### src/rtl/shared_resource_mc_pkg.sv
// rtl/shared_resource_mc_pkg.sv - shared types, default widths and constant helpers
package shared_resource_mc_pkg;

  localparam int SR_ADDRESS_WIDTH = 16;
  localparam int SR_DATA_WIDTH    = 32;
  localparam int SR_ID_WIDTH      = 4;

  typedef enum logic [1:0] {
    SR_IDLE = 2'd0,
    SR_WAIT = 2'd1,
    SR_RESP = 2'd2
  } sr_state_e;

  function automatic int sr_clog2(input int value);
    int r;
    int v;
    r = 0;
    v = value - 1;
    while (v > 0) begin
      r++;
      v = v >> 1;
    end
    return r;
  endfunction

endpackage

### src/rtl/shared_resource_mc_rr_arbiter.sv
// rtl/shared_resource_mc_rr_arbiter.sv - round-robin arbiter, one-hot grant, registered pointer
module shared_resource_mc_rr_arbiter
  import shared_resource_mc_pkg::*;
#(
  parameter int N     = 2,
  parameter int IDX_W = (sr_clog2(N) > 0) ? sr_clog2(N) : 1
) (
  input  logic             clk,
  input  logic             reset,
  input  logic [N-1:0]     in_valid,
  input  logic             advance,
  output logic [N-1:0]     grant,
  output logic [IDX_W-1:0] grant_idx
);

  logic [IDX_W-1:0] ptr;

  // Scan downward so the last hit written is the first valid channel at or after ptr.
  always_comb begin
    grant     = '0;
    grant_idx = '0;
    for (int k = N - 1; k >= 0; k--) begin
      if (in_valid[IDX_W'((int'(ptr) + k) % N)]) begin
        grant     = N'(1) << ((int'(ptr) + k) % N);
        grant_idx = IDX_W'((int'(ptr) + k) % N);
      end
    end
  end

  always_ff @(posedge clk) begin
    if (reset) begin
      ptr <= '0;
    end else if (advance && (|grant)) begin
      ptr <= (grant_idx == IDX_W'(N - 1)) ? '0 : grant_idx + 1'b1;
    end
  end

endmodule

### src/rtl/shared_resource_mc.sv
// rtl/shared_resource_mc.sv - multi-channel cached shared resource with round-robin access
module shared_resource_mc
  import shared_resource_mc_pkg::*;
#(
  parameter int                    NUM_CH        = 2,
  parameter int                    ADDRESS_WIDTH = SR_ADDRESS_WIDTH,
  parameter int                    DATA_WIDTH    = SR_DATA_WIDTH,
  parameter int                    ID_WIDTH      = SR_ID_WIDTH,
  parameter int                    CACHE_LINES   = 4,
  parameter int                    HIT_LAT       = 2,
  parameter int                    MISS_LAT      = 8,
  parameter bit                    CT_MODE       = 1'b0,
  parameter bit                    PARTITION     = 1'b0,
  parameter logic [DATA_WIDTH-1:0] DATA_SALT     = DATA_WIDTH'(32'hA5A5_0000),
  parameter int                    CH_W          = (sr_clog2(NUM_CH) > 0) ? sr_clog2(NUM_CH) : 1
) (
  input  logic                              clk,
  input  logic                              reset,
  input  logic [NUM_CH*ADDRESS_WIDTH-1:0]   in_address,
  input  logic [NUM_CH*ID_WIDTH-1:0]        in_id,
  input  logic [NUM_CH-1:0]                 in_valid,
  output logic [NUM_CH-1:0]                 in_ready,
  input  logic                              flush,
  output logic [DATA_WIDTH-1:0]             out_data,
  output logic [ID_WIDTH-1:0]               out_id,
  output logic [CH_W-1:0]                   out_channel,
  output logic                              out_valid
);

  localparam int IDX_W  = (sr_clog2(CACHE_LINES) > 0) ? sr_clog2(CACHE_LINES) : 1;
  localparam int PART_W = sr_clog2(NUM_CH);
  localparam int CNT_W  = sr_clog2(MISS_LAT + 1);
  localparam logic [IDX_W-1:0] LOW_MASK = IDX_W'((1 << (IDX_W - PART_W)) - 1);

  sr_state_e state, state_nxt;

  logic [NUM_CH-1:0]        grant;
  logic [CH_W-1:0]          grant_idx;
  logic                     accept;
  logic [ADDRESS_WIDTH-1:0] sel_address;
  logic [ID_WIDTH-1:0]      sel_id;
  logic [IDX_W-1:0]         sel_idx;
  logic                     sel_hit;
  logic [CNT_W-1:0]         sel_lat;

  logic [CNT_W-1:0]         cnt;
  logic [CNT_W-1:0]         lat_q;
  logic [ADDRESS_WIDTH-1:0] req_address;
  logic [ID_WIDTH-1:0]      req_id;
  logic [CH_W-1:0]          req_channel;
  logic [IDX_W-1:0]         req_idx;
  logic                     req_miss;
  logic                     flush_pend;

  logic [CACHE_LINES-1:0]   line_valid;
  logic [ADDRESS_WIDTH-1:0] line_tag [CACHE_LINES];

  shared_resource_mc_rr_arbiter #(
    .N     (NUM_CH),
    .IDX_W (CH_W)
  ) u_arbiter (
    .clk       (clk),
    .reset     (reset),
    .in_valid  (in_valid),
    .advance   (accept),
    .grant     (grant),
    .grant_idx (grant_idx)
  );

  assign accept      = (state == SR_IDLE) && (|grant);
  assign in_ready    = (state == SR_IDLE) ? grant : '0;
  assign sel_address = in_address[int'(grant_idx) * ADDRESS_WIDTH +: ADDRESS_WIDTH];
  assign sel_id      = in_id[int'(grant_idx) * ID_WIDTH +: ID_WIDTH];

  // Partitioned mode gives each channel its own slice of sets so one channel cannot evict another.
  always_comb begin
    if (PARTITION) begin
      sel_idx = (IDX_W'(grant_idx) << (IDX_W - PART_W)) | (IDX_W'(sel_address) & LOW_MASK);
    end else begin
      sel_idx = IDX_W'(sel_address);
    end
  end

  assign sel_hit = line_valid[sel_idx] && (line_tag[sel_idx] == sel_address);
  assign sel_lat = (CT_MODE || !sel_hit) ? CNT_W'(MISS_LAT) : CNT_W'(HIT_LAT);

  always_ff @(posedge clk) begin
    if (reset) begin
      state <= SR_IDLE;
    end else begin
      state <= state_nxt;
    end
  end

  // cnt starts at 1 on accept, so RESP is entered one edge before the response edge.
  always_comb begin
    state_nxt = state;
    case (state)
      SR_IDLE: begin
        if (accept) begin
          state_nxt = (sel_lat == CNT_W'(1)) ? SR_RESP : SR_WAIT;
        end
      end
      SR_WAIT: begin
        if (cnt == lat_q - 1'b1) begin
          state_nxt = SR_RESP;
        end
      end
      SR_RESP: state_nxt = SR_IDLE;
      default: state_nxt = SR_IDLE;
    endcase
  end

  always_ff @(posedge clk) begin
    if (reset) begin
      cnt         <= '0;
      lat_q       <= '0;
      req_address <= '0;
      req_id      <= '0;
      req_channel <= '0;
      req_idx     <= '0;
      req_miss    <= 1'b0;
      flush_pend  <= 1'b0;
      line_valid  <= '0;
      for (int i = 0; i < CACHE_LINES; i++) begin
        line_tag[i] <= '0;
      end
      out_valid   <= 1'b0;
      out_data    <= '0;
      out_id      <= '0;
      out_channel <= '0;
    end else begin
      out_valid <= 1'b0;
      case (state)
        SR_IDLE: begin
          if (flush) begin
            line_valid <= '0;
          end
          if (accept) begin
            cnt         <= CNT_W'(1);
            lat_q       <= sel_lat;
            req_address <= sel_address;
            req_id      <= sel_id;
            req_channel <= grant_idx;
            req_idx     <= sel_idx;
            req_miss    <= !sel_hit;
          end
        end
        SR_WAIT: begin
          cnt <= cnt + 1'b1;
          if (flush) begin
            flush_pend <= 1'b1;
          end
        end
        SR_RESP: begin
          out_valid   <= 1'b1;
          out_data    <= DATA_WIDTH'(req_address) ^ DATA_SALT;
          out_id      <= req_id;
          out_channel <= req_channel;
          if (req_miss) begin
            line_tag[req_idx] <= req_address;
          end
          // A flush seen during this request wins over its own fill.
          if (flush || flush_pend) begin
            line_valid <= '0;
            flush_pend <= 1'b0;
          end else if (req_miss) begin
            line_valid[req_idx] <= 1'b1;
          end
        end
        default: ;
      endcase
    end
  end

endmodule
### config.mk
export PLATFORM = sky130hd
export DESIGN_NAME = shared_resource_mc
export DESIGN_NICKNAME = d
export VERILOG_FILES = /design/src/rtl/shared_resource_mc_pkg.sv /design/src/rtl/shared_resource_mc_rr_arbiter.sv /design/src/rtl/shared_resource_mc.sv
export SDC_FILE = /design/constraint.sdc
export NUM_CORES = 1
export LEC_CHECK = 0
export ABC_AREA = 1
export CORE_MARGIN = 2
export CORE_UTILIZATION = 55
export CTS_CLUSTER_DIAMETER = 60
export CTS_CLUSTER_SIZE = 30
export DETAILED_ROUTE_END_ITERATION = 8
export PLACE_DENSITY = 0.85
export RECOVER_POWER = 25
export SYNTH_ARGS = -nofsm -noshare
export SYNTH_HDL_FRONTEND = slang
export SYNTH_SLANG_ARGS = --single-unit
### constraint.sdc
create_clock -name clk -period 5.35 [get_ports clk]
set_input_delay 1.3375 -clock clk [delete_from_list [all_inputs] [get_ports clk]]
set_output_delay 1.3375 -clock clk [all_outputs]
set_load 0.01 [all_outputs]
==> flow_summary.json <==
{
  "power_leakage_nw": 3.00,
  "grt_max_degree": 41,
  "ys_warn_count": 0,
  "drt_wl_total_mm": 15.2,
  "placed_cell_area_um2": 6480,
  "ys_async_sr_fraction_pct": 0,
  "cts_num_sinks": 122,
  "muxShareOfSynthArea_pct": 0.239,
  "multi_input_area_um2": 2080,
  "drt_iter0_markers": 435,
  "pin_count": 85,
  "cp_slowest_cell": "dlygate4sd3_1",
  "rsz0062_at_grt": "false",
  "final.setup.tns_ps": 0,
  "dr.pass1.iters": 5,
  "path_max_fanout": 10,
  "syn-instance-count": 709,
  "synth_flop_cell": "edfxtp_1",
  "synth-xor-area-share_pct": 0.152,
  "cp.required_ps": 4010,
  "synthAdderAreaFrac_pct": 0.217,
  "hpwlAfterDp_mm": 9.14,
  "cp-start-kind": "input pin",
  "clk_pin_slew_worst_paths_ps": 60,
  "finalHoldViolations": 0,
  "ant_nets": 0,
  "final_net_count": 821,
  "clock_path_buffers": 2,
  "hold_class": "flop to flop",
  "status": "finished with violations",
  "synth_area_leaders": "edfxtp_1, dfxtp_1, nand2_1, nor2_1, inv_1",
  "fin_crit_sh_pct": 90.1,
  "violations": "capacitance limit, slew limit",
  "synth-simple-area-share_pct": 24.4,
  "grt_pass1_vias": 5045,
  "crit_family": "buffers and inverters",
  "slew_headroom_pct": -6.16,
  "die-area_um2": 11300,
  "yosys.area.top_type": "edfxtp_1",
  "clock_skew_ps": 9.04,
  "start_util_pct": 56.3,
  "synth_top_area_share_pct": 33.4,
  "cts_tree": "done",
  "post-synth-top-count-cell": "nand2_1",
  "cts_buffers": 17,
  "cts_resized": 0,
  "drive_gt1_share_pct": 6.09,
  "drc": 0,
  "worst_hold_slack_ps": 491,
  "slew_violations": 38,
  "cp-end-kind": "primary output",
  "ys_ff_latch": 122,
  "die_w_um": 106,
  "fmax_mhz": 208,
  "synth.distinct_cells": 34,
  "worstMarginPinSlew_ps": 1590,
  "min_period_ps": 4820,
  "postCtsSetupRepairBufs": 0,
  "worstPathCellList": "dlygate4sd3_1, nand2_1, nor2_1, clkdlybuf4s50_1",
  "seq_area_um2": 3080,
  "synth_compound_area_share_pct": 10.1,
  "num_rows": 37,
  "setup_viol": 0,
  "synthTopCellsByCount": "nand2_1, nor2_1, inv_1, edfxtp_1, nand3_1",
  "ir_drop_mv": 0.265,
  "crit_buf_inv": 2,
  "power.density_nw_per_um2": 349,
  "n_antenna_cell": 0,
  "synth_top_family_by_area": "simple AND/OR/NAND/NOR gates",
  "clkLatencyLatePin_ps": 530,
  "crit_type": "input pin to primary output",
  "slowest_delay_ps": 760,
  "syn-cell-area_um2": 5760,
  "utilization_pct": 69.5,
  "grt_pass1_wl_mm": 23.9,
  "cts_hold_buffers": 0,
  "cts_root_buf": "clkbuf_8",
  "overflow": 0,
  "fillers": 735,
  "stdcell_area_um2": 7110,
  "arrival_ps": 3480,
  "avgRoutedWirePerCell_um": 16.5,
  "gp_congestion": 0.890,
  "cts-htree-levels": 4,
  "vias_per_cell": 5.52,
  "maxCapViolCount": 1,
  "fp.dieH_um": 106,
  "area_growth_pct": 23.4,
  "synth_edf_count": 64,
  "portBuffers": 75,
  "vias": 5101,
  "track_usage_pct": 27.7,
  "ys_seq_area_share_pct": 53.5,
  "synth_area_per_cell_um2": 8.12,
  "antenna_found_initial": 1,
  "core_area_um2": 10200
}
worst reg2reg max path: cells and delay by family (launching register included):
family / cells / cell delay (ps)
AND/OR/NAND/NOR: 5 / 1340
buffers and inverters: 3 / 850
flip-flops: 1 / 370
state kept, by name, summed over array words and instances, names as in the netlist, 2 cells and up:
name         count
out_data        17
state            2
cnt              4
out_id           4
req_id           4
line_valid       4
req_address     16
line_tag        64
cell families (layout without fill, tap and decap cells):
family          Yosys count  count (layout)
xor+xnor                  1               1
simple gates            332             332
other cells               1              12
mux                       1               1
fa+ha+maj                 1               1
buf+inv                 139             207
compound gates          112             112
flops                   122             122
placed cells by master (no fill, tap or decap), types with 2 or more instances in the layout:
| cell type | instances |
|---|---|
| clkinv_1 | 2 |
| clkbuf_1 | 2 |
| o21ai_0 | 52 |
| nand2_1 | 156 |
| conb_1 | 12 |
| inv_4 | 2 |
| o41ai_1 | 2 |
| inv_1 | 91 |
| buf_4 | 5 |
| a21oi_1 | 39 |
| nand2_4 | 3 |
| nand3b_1 | 7 |
| clkbuf_16 | 21 |
| nor2_1 | 92 |
| dlygate4sd3_1 | 2 |
| nor3_1 | 5 |
| a211oi_1 | 2 |
| dfxtp_1 | 58 |
| nor2_2 | 3 |
| nand3_1 | 61 |
| edfxtp_1 | 64 |
| clkdlybuf4s50_1 | 73 |
| clkinv_4 | 4 |
| a31oi_1 | 4 |
| o21ai_1 | 10 |
worst paths after layout:
kind,from,to,slack [ps],depth (start not counted)
worst min register to register,line_valid[2]$_SDFFE_PP0P_,line_valid[2]$_SDFFE_PP0P_,490,2
worst max-delay path,in_valid[0],in_ready[1],530,4
worst max register to register,state[1]$_SDFFE_PP0P_,line_tag[1][14]$_SDFFCE_PN0P_,2420,8
worst min-delay path,line_valid[2]$_SDFFE_PP0P_,line_valid[2]$_SDFFE_PP0P_,490,2
stage by stage:
stage | setup slack (ps) | cells | total power [mW]
after floorplan | 2020 | 720 | 1.22
after global placement | 682 | 892 | 1.29
after detailed placement | 658 | 892 | 1.30
after CTS | 652 | 924 | 2.47
after global routing | 489 | 924 | 2.55
final | 532 | 924 | 2.48
power breakdown:
group	leakage [nW]	internal [mW]	switching (mW)	total, mW
logic	1.56	0.0854	0.167	0.253
registers	1.13	1.02	0.0218	1.04
clock network	0.316	0.758	0.430	1.19
per-layer routing:
metal | track usage (%) | wire length, um | part of all wire [%]
met1 | 31.2 | 5690 | 37
met5 | 0 | 13 | 0.085
met3 | 7.17 | 1220 | 8.0
met4 | 16.5 | 646 | 4.2
met2 | 47.2 | 7650 | 50
area by class of cell:
class | instances | share of cell area (%)
Clock inverter | 10 | 1.34
Clock buffer | 22 | 7.58
Multi-Input combinational cell | 459 | 29.2
Sequential cell | 122 | 43.4
Timing Repair Buffer | 82 | 11.2
Inverter | 93 | 4.91
Tap cell | 136 | 2.39
Power figures use the tool's default switching activity.
